--- src/rtl/note_sequencer.sv ---
// Song player: fetches note words from memory, plays square-wave tones.
// Define NOTE_SEQUENCER_GAP_EN for a silent gap between notes.
module note_sequencer #(
    parameter int CLK_HZ      = 100_000_000,
    parameter int BEAT_CYCLES = 25_000_000,
    parameter int GAP_CYCLES  = 1_000_000,
    parameter int ACK_TIMEOUT = 16
) (
    input  logic       clk,
    input  logic       rst_n,
    input  logic       start,
    input  logic       pause,
    input  logic       stop,
    input  logic [7:0] mem_data,
    input  logic       mem_ready,
    input  logic [7:0] song_len,
    output logic       mem_read_en,
    output logic       mem_read_rst,
    output logic       buzzer,
    output logic [6:0] note_led,
    output logic       playing,
    output logic       done
);

    typedef enum logic [2:0] {
        IDLE, FETCH, WAIT, PLAY, GAP, DONE
    } state_t;

    localparam logic [31:0] BEAT = 32'(BEAT_CYCLES);
    localparam logic [31:0] ACK  = 32'(ACK_TIMEOUT);

    state_t      state;
    logic [31:0] beat_cnt;
    logic [31:0] tone_cnt;
    logic [31:0] wait_cnt;
    logic [31:0] hp_q;
    logic [31:0] len_q;
    logic [7:0]  note_idx;
    logic        rest_q;
    logic        phase;
`ifdef NOTE_SEQUENCER_GAP_EN
    localparam logic [31:0] GAPC = 32'(GAP_CYCLES);
    logic [31:0] gap_cnt;
`endif

    function automatic logic [31:0] mid_hp(input logic [3:0] n);
        case (n)
            4'd1:    mid_hp = 32'(CLK_HZ / 524);
            4'd2:    mid_hp = 32'(CLK_HZ / 588);
            4'd3:    mid_hp = 32'(CLK_HZ / 660);
            4'd4:    mid_hp = 32'(CLK_HZ / 698);
            4'd5:    mid_hp = 32'(CLK_HZ / 784);
            4'd6:    mid_hp = 32'(CLK_HZ / 880);
            4'd7:    mid_hp = 32'(CLK_HZ / 988);
            default: mid_hp = 32'd0;
        endcase
    endfunction

    logic        is_rest;
    logic [31:0] hp_mid;
    assign is_rest = (mem_data[3:0] == 4'd0) || mem_data[3];
    assign hp_mid  = mid_hp(mem_data[3:0]);

    always_ff @(posedge clk or negedge rst_n) begin
        if (!rst_n) begin
            state        <= IDLE;
            beat_cnt     <= '0;
            tone_cnt     <= '0;
            wait_cnt     <= '0;
            hp_q         <= '0;
            len_q        <= '0;
            note_idx     <= '0;
            rest_q       <= 1'b1;
            phase        <= 1'b0;
            mem_read_en  <= 1'b0;
            mem_read_rst <= 1'b0;
            buzzer       <= 1'b0;
            note_led     <= '0;
            playing      <= 1'b0;
            done         <= 1'b0;
`ifdef NOTE_SEQUENCER_GAP_EN
            gap_cnt      <= '0;
`endif
        end else if (stop) begin
            state        <= IDLE;
            mem_read_en  <= 1'b0;
            mem_read_rst <= 1'b0;
            buzzer       <= 1'b0;
            note_led     <= '0;
            playing      <= 1'b0;
            done         <= 1'b0;
        end else begin
            mem_read_en  <= 1'b0;
            mem_read_rst <= 1'b0;
            case (state)
                IDLE, DONE: begin
                    if (start) begin
                        note_idx <= '0;
                        if (song_len != 8'd0) begin
                            state        <= FETCH;
                            mem_read_en  <= 1'b1;
                            mem_read_rst <= 1'b1;
                            playing      <= 1'b1;
                            done         <= 1'b0;
                        end else begin
                            state <= DONE;
                            done  <= 1'b1;
                        end
                    end
                end
                FETCH: begin
                    state    <= WAIT;
                    wait_cnt <= '0;
                end
                WAIT: begin
                    if (mem_ready) begin
                        state    <= PLAY;
                        beat_cnt <= '0;
                        tone_cnt <= '0;
                        phase    <= 1'b0;
                        buzzer   <= 1'b0;
                        rest_q   <= is_rest;
                        len_q    <= BEAT << mem_data[7:6];
                        note_led <= is_rest ? 7'd0
                                    : 7'd1 << (mem_data[2:0] - 3'd1);
                        case (mem_data[5:4])
                            2'd0:    hp_q <= hp_mid << 1;
                            2'd2:    hp_q <= hp_mid >> 1;
                            default: hp_q <= hp_mid;
                        endcase
                    end else if (wait_cnt == ACK - 32'd1) begin
                        state   <= DONE;
                        playing <= 1'b0;
                        done    <= 1'b1;
                    end else begin
                        wait_cnt <= wait_cnt + 32'd1;
                    end
                end
                PLAY: begin
                    if (pause) begin
                        buzzer <= 1'b0;
                    end else if (beat_cnt == len_q - 32'd1) begin
                        buzzer   <= 1'b0;
                        note_led <= '0;
                        note_idx <= note_idx + 8'd1;
                        if (note_idx + 8'd1 == song_len) begin
                            state   <= DONE;
                            playing <= 1'b0;
                            done    <= 1'b1;
                        end else begin
`ifdef NOTE_SEQUENCER_GAP_EN
                            state   <= GAP;
                            gap_cnt <= '0;
`else
                            state       <= FETCH;
                            mem_read_en <= 1'b1;
`endif
                        end
                    end else begin
                        beat_cnt <= beat_cnt + 32'd1;
                        // phase keeps the tone position across pauses
                        if (tone_cnt == hp_q - 32'd1) begin
                            tone_cnt <= '0;
                            phase    <= ~phase;
                            buzzer   <= ~phase & ~rest_q;
                        end else begin
                            tone_cnt <= tone_cnt + 32'd1;
                            buzzer   <= phase & ~rest_q;
                        end
                    end
                end
`ifdef NOTE_SEQUENCER_GAP_EN
                GAP: begin
                    buzzer <= 1'b0;
                    if (!pause) begin
                        if (gap_cnt == GAPC - 32'd1) begin
                            state       <= FETCH;
                            mem_read_en <= 1'b1;
                        end else begin
                            gap_cnt <= gap_cnt + 32'd1;
                        end
                    end
                end
`endif
                default: begin
                    state   <= IDLE;
                    playing <= 1'b0;
                    done    <= 1'b0;
                end
            endcase
        end
    end

endmodule

--- config.mk ---
export PLATFORM = sky130hd
export DESIGN_NAME = note_sequencer
export DESIGN_NICKNAME = d
export VERILOG_FILES = /design/src/rtl/note_sequencer.sv
export SDC_FILE = /design/constraint.sdc
export NUM_CORES = 1
export LEC_CHECK = 0
export CELL_PAD_IN_SITES_DETAIL_PLACEMENT = 1
export CELL_PAD_IN_SITES_GLOBAL_PLACEMENT = 1
export CORE_UTILIZATION = 48
export CTS_CLUSTER_SIZE = 8
export DETAILED_ROUTE_END_ITERATION = 10
export MAX_ROUTING_LAYER = met4
export PLACE_DENSITY = 0.85
export SLEW_MARGIN = 5
export SYNTH_ARGS = -nofsm -noshare
export SYNTH_HDL_FRONTEND = slang
export SYNTH_SLANG_ARGS = --single-unit
export TNS_END_PERCENT = 30
--- constraint.sdc ---
create_clock -name clk -period 4.7 [get_ports clk]
set_clock_uncertainty 0.1 [all_clocks]
set_input_delay 0.705 -clock clk [delete_from_list [all_inputs] [get_ports clk]]
set_output_delay 0.705 -clock clk [all_outputs]
set_load 0.1 [all_outputs]
==> impl_metrics.ini <==
[finish]
area.growth.synth_to_final_pct = 10.3
layout-drive-gt1-share_pct = 7.77
final_nets = 1265
n_antenna_cell = 0
fillCellCount = 2504

[logic_synthesis]
synth.most_common_cell = sky130_fd_sc_hd__dfrtp_1
ys_dominant_reg_cell = sky130_fd_sc_hd__dfrtp_1
synth_compound_area_share_pct = 19.2
synth.distinct_cells = 84
post_synth.cell_area_avg_um2 = 8.31
post_synth_and_or_nand_nor_area_fraction_pct = 29.7
ys_seq_area_share_pct = 36.9
synthesis.area_um2 = 10300
synthesis.instances = 1241
post_synth_xor_area_fraction_pct = 7.30
adder_cell_area_share_of_the_yosys_netlist_pct = 0.849
ys_warn_count = 0
synth_top_cell_area_share_pct = 36.6
synth_edf_count = 0
synth-seq-cells = 152
syn_nets = 1270
synthTopCellsByArea = sky130_fd_sc_hd__dfrtp_1, sky130_fd_sc_hd__nor2_1, sky130_fd_sc_hd__nand2_1
synth_top_family_by_area = simple AND/OR/NAND/NOR gates
ys_top_cells_by_count = sky130_fd_sc_hd__dfrtp_1, sky130_fd_sc_hd__nor2_1, sky130_fd_sc_hd__nand2_1
multiplexer_share_of_the_synthesized_area_pct = 1.64
synth_async_sr_flop_share_pct = 100
yosysTopAreaCell = sky130_fd_sc_hd__dfrtp_1

[route]
routed-via-count = 9683
ant_nets = 0
routedWlPerCell_um = 20.6
first_pass_iters = 5
drcViolationCount = 0
routed_wirelength_mm = 31.4
avgViaCountPerCell = 6.35
drt_first_iter_violations = 553

[floorplanning]
placeableCoreArea_um2 = 21000
die_h_um = 149
num_rows = 53
floorplan.io_pins = 34
die_x_um = 149
start_util_pct = 49.1
floorplan.die_area_um2 = 22100

[sta]
final-max-slew-violation-count = 0
holdWs_ps = 257
slew_headroom_pct = 26.4
post-route-min-period_ps = 4280
post-route-period-util_pct = 91.0
fmaxAchievable_ghz = 0.234
finalSetupTns_ps = 0
tightest_slew_ps = 1080
finalSetupViolations = 0
rsz_0062_raised_after_global_routing = no
finalHoldViolCount = 0
postLayoutSetupSlackWorst_ps = 423

[power_and_ir_drop]
intPower_w = 0.00291
power_density_nw_per_um2 = 428
clkPwrFrac_pct = 28.6
p_comb_share_pct = 32.6
sequentialPowerShare_pct = 38.8
power.leakage_nw = 4.65
power.ir.vdd_worst_uv = 288
power.total_w = 0.00487
switching_power_summed_over_all_nets_w = 0.00196
p_sw_share_pct = 40.2

[cts]
cts_max_path_buffers = 2
clock_latency_ps = 440
cts_post_setup_buffers_inserted = 0
clk_pin_slew_ps = 70
hold_buffers = 0
cts-resized-gates = 0
tritoncts.num_buffers = 17
cts.sink_count = 152
clock-root-buffer = sky130_fd_sc_hd__clkbuf_16
htreeDepth = 4
cts_tree = yes

[setup_path]
critical_path.reg2reg.startpoint = len_q[7]$_DFFE_PN0P_
worst_ep_required_time_ps = 4920
r2r_cells = 12
worst-r2r-setup-slack_ps = 420
critPathCaptureType = flop
critical_path_class = reg2reg
start_kind = flop
r2r-end = tone_cnt[16]$_DFFE_PN0P_
critical_path.max_fanout = 18
cp_data_arrival_time_ps = 4500

[flow_run]
cap_violations = 0

[placement]
post-place-ws_ps = 489
detailed_placement_hpwl_mm = 22.1
gp_congestion = 0.884
port-buffer-count = 33

[grt]
grt_pass1_vias = 9928
grt_util_all_layers_pct = 30.9
grt_antenna_before_repair = 0
grt_max_degree = 88
grt_pass1_wl_mm = 52.6
remaining_global_route_overflow = 0

[run_status]
status = completed

[worst_hold_path]
hp-class = in2async
## cell type report
type / instances / area (um2) / share of cell area [%]
multi-input combinational: 982 / 6060 / 53.3
sequential: 152 / 3800 / 33.4
clock buffer: 19 / 453 / 3.98
timing repair buffer: 46 / 442 / 3.88
tap: 275 / 344 / 3.02
inverter: 37 / 139 / 1.22
clock inverter: 13 / 131 / 1.15
## sequential cells by signal, indices dropped and copies added (netlist names), 3 cells and up
| name | flops |
|---|---|
| note_led | 7 |
| tone_cnt | 32 |
| wait_cnt | 32 |
| note_idx | 8 |
| hp_q | 19 |
| beat_cnt | 32 |
| len_q | 12 |
| state | 3 |
## worst max-delay path by stage
stage | start | to | slack, ps | cells after the start
4_1_cts | len_q[7]$_DFFE_PN0P_ | tone_cnt[16]$_DFFE_PN0P_ | 480 | 12
5_1_grt | len_q[7]$_DFFE_PN0P_ | tone_cnt[16]$_DFFE_PN0P_ | 130 | 12
6_report | len_q[7]$_DFFE_PN0P_ | tone_cnt[16]$_DFFE_PN0P_ | 420 | 12
2_1_floorplan | len_q[7]$_DFFE_PN0P_ | note_idx[0]$_DFFE_PN0P_ | 1160 | 12
3_5_place_dp | len_q[7]$_DFFE_PN0P_ | tone_cnt[16]$_DFFE_PN0P_ | 490 | 12
3_3_place_gp | len_q[7]$_DFFE_PN0P_ | tone_cnt[16]$_DFFE_PN0P_ | 730 | 12
## cell usage in the layout, fill, tap and decap left out, types with 5 or more instances in the layout
cell type / n
sky130_fd_sc_hd__o21ai_1: 11
sky130_fd_sc_hd__a21oi_1: 59
sky130_fd_sc_hd__and4_1: 8
sky130_fd_sc_hd__nand2_1: 117
sky130_fd_sc_hd__a31oi_1: 18
sky130_fd_sc_hd__nor3b_1: 5
sky130_fd_sc_hd__nor2b_1: 19
sky130_fd_sc_hd__o211ai_1: 10
sky130_fd_sc_hd__nand3_1: 54
sky130_fd_sc_hd__ha_1: 7
sky130_fd_sc_hd__and3_1: 30
sky130_fd_sc_hd__dfrtp_1: 151
sky130_fd_sc_hd__nor4_1: 25
sky130_fd_sc_hd__clkdlybuf4s50_1: 32
sky130_fd_sc_hd__o31ai_1: 19
sky130_fd_sc_hd__clkbuf_16: 17
sky130_fd_sc_hd__nor4_4: 5
sky130_fd_sc_hd__inv_1: 36
sky130_fd_sc_hd__or4_4: 5
sky130_fd_sc_hd__buf_4: 12
sky130_fd_sc_hd__nand4_1: 29
sky130_fd_sc_hd__or2_2: 7
sky130_fd_sc_hd__o41ai_1: 6
sky130_fd_sc_hd__or4_1: 13
sky130_fd_sc_hd__a21o_1: 12
sky130_fd_sc_hd__nor3_1: 38
sky130_fd_sc_hd__o21ai_0: 81
sky130_fd_sc_hd__or3_1: 26
sky130_fd_sc_hd__nor2_1: 128
sky130_fd_sc_hd__nand3b_1: 10
sky130_fd_sc_hd__mux2i_1: 9
sky130_fd_sc_hd__xnor2_1: 44
sky130_fd_sc_hd__inv_6: 6
sky130_fd_sc_hd__mux2_2: 7
sky130_fd_sc_hd__and2_1: 9
sky130_fd_sc_hd__xor2_1: 42
sky130_fd_sc_hd__a22o_1: 18
sky130_fd_sc_hd__a31o_2: 5
sky130_fd_sc_hd__nand2b_1: 22
## through the flow
| stage | area (um2) | util, % | std cells |
|---|---|---|---|
| finish | 11400 | 54.1 | 1524 |
| floorplan | 10300 | - | 1241 |
| CTS | 11400 | 54.1 | 1524 |
| detailed placement | 10800 | 51.3 | 1492 |
| global placement | 10800 | 51.3 | 1492 |
| global route | 11400 | 54.1 | 1524 |
## worst max-delay path, stage by stage, from the launching register on
cell and delay, ps:
sky130_fd_sc_hd__dfrtp_1 490, sky130_fd_sc_hd__inv_1 180, sky130_fd_sc_hd__ha_1 250, sky130_fd_sc_hd__nor3b_1 550
sky130_fd_sc_hd__and2_0 360, sky130_fd_sc_hd__mux2_2 210, sky130_fd_sc_hd__nand3_1 110, sky130_fd_sc_hd__nand4_1 240
sky130_fd_sc_hd__nor4_4 80, sky130_fd_sc_hd__buf_4 180, sky130_fd_sc_hd__nor2_2 520, sky130_fd_sc_hd__nand2_2 470
sky130_fd_sc_hd__o41ai_1 430
## cell families (layout without fill, tap and decap cells)
kind of cell / Yosys count / count (layout)
xor gates and xnor gates: 86 / 86
adders and majority gates: 7 / 7
and+or+nand+nor: 572 / 572
DFF: 152 / 152
AOI/OAI and AO/OA: 301 / 301
buffers and inverters: 107 / 115
muxes: 16 / 16
## layer usage
layer	GRT usage (%)	share of wire (%)	routed length (um)
met5	-	0	0
met4	11.3	2.6	828
met3	4.33	3.7	1150
met2	49.2	48	15100
met1	40.0	46	14300
## power groups by stage
stage	Combinational (W)	Sequential [W]	Clock, W
after detailed placement	0.00153	0.00190	0
after global routing	0.00173	0.00192	0.00147
after CTS	0.00157	0.00187	0.00141
after global placement	0.00147	0.00189	0
final	0.00159	0.00189	0.00139
after floorplan	0.00126	0.00174	0
Note: power is estimated with default switching activity, not from simulation.
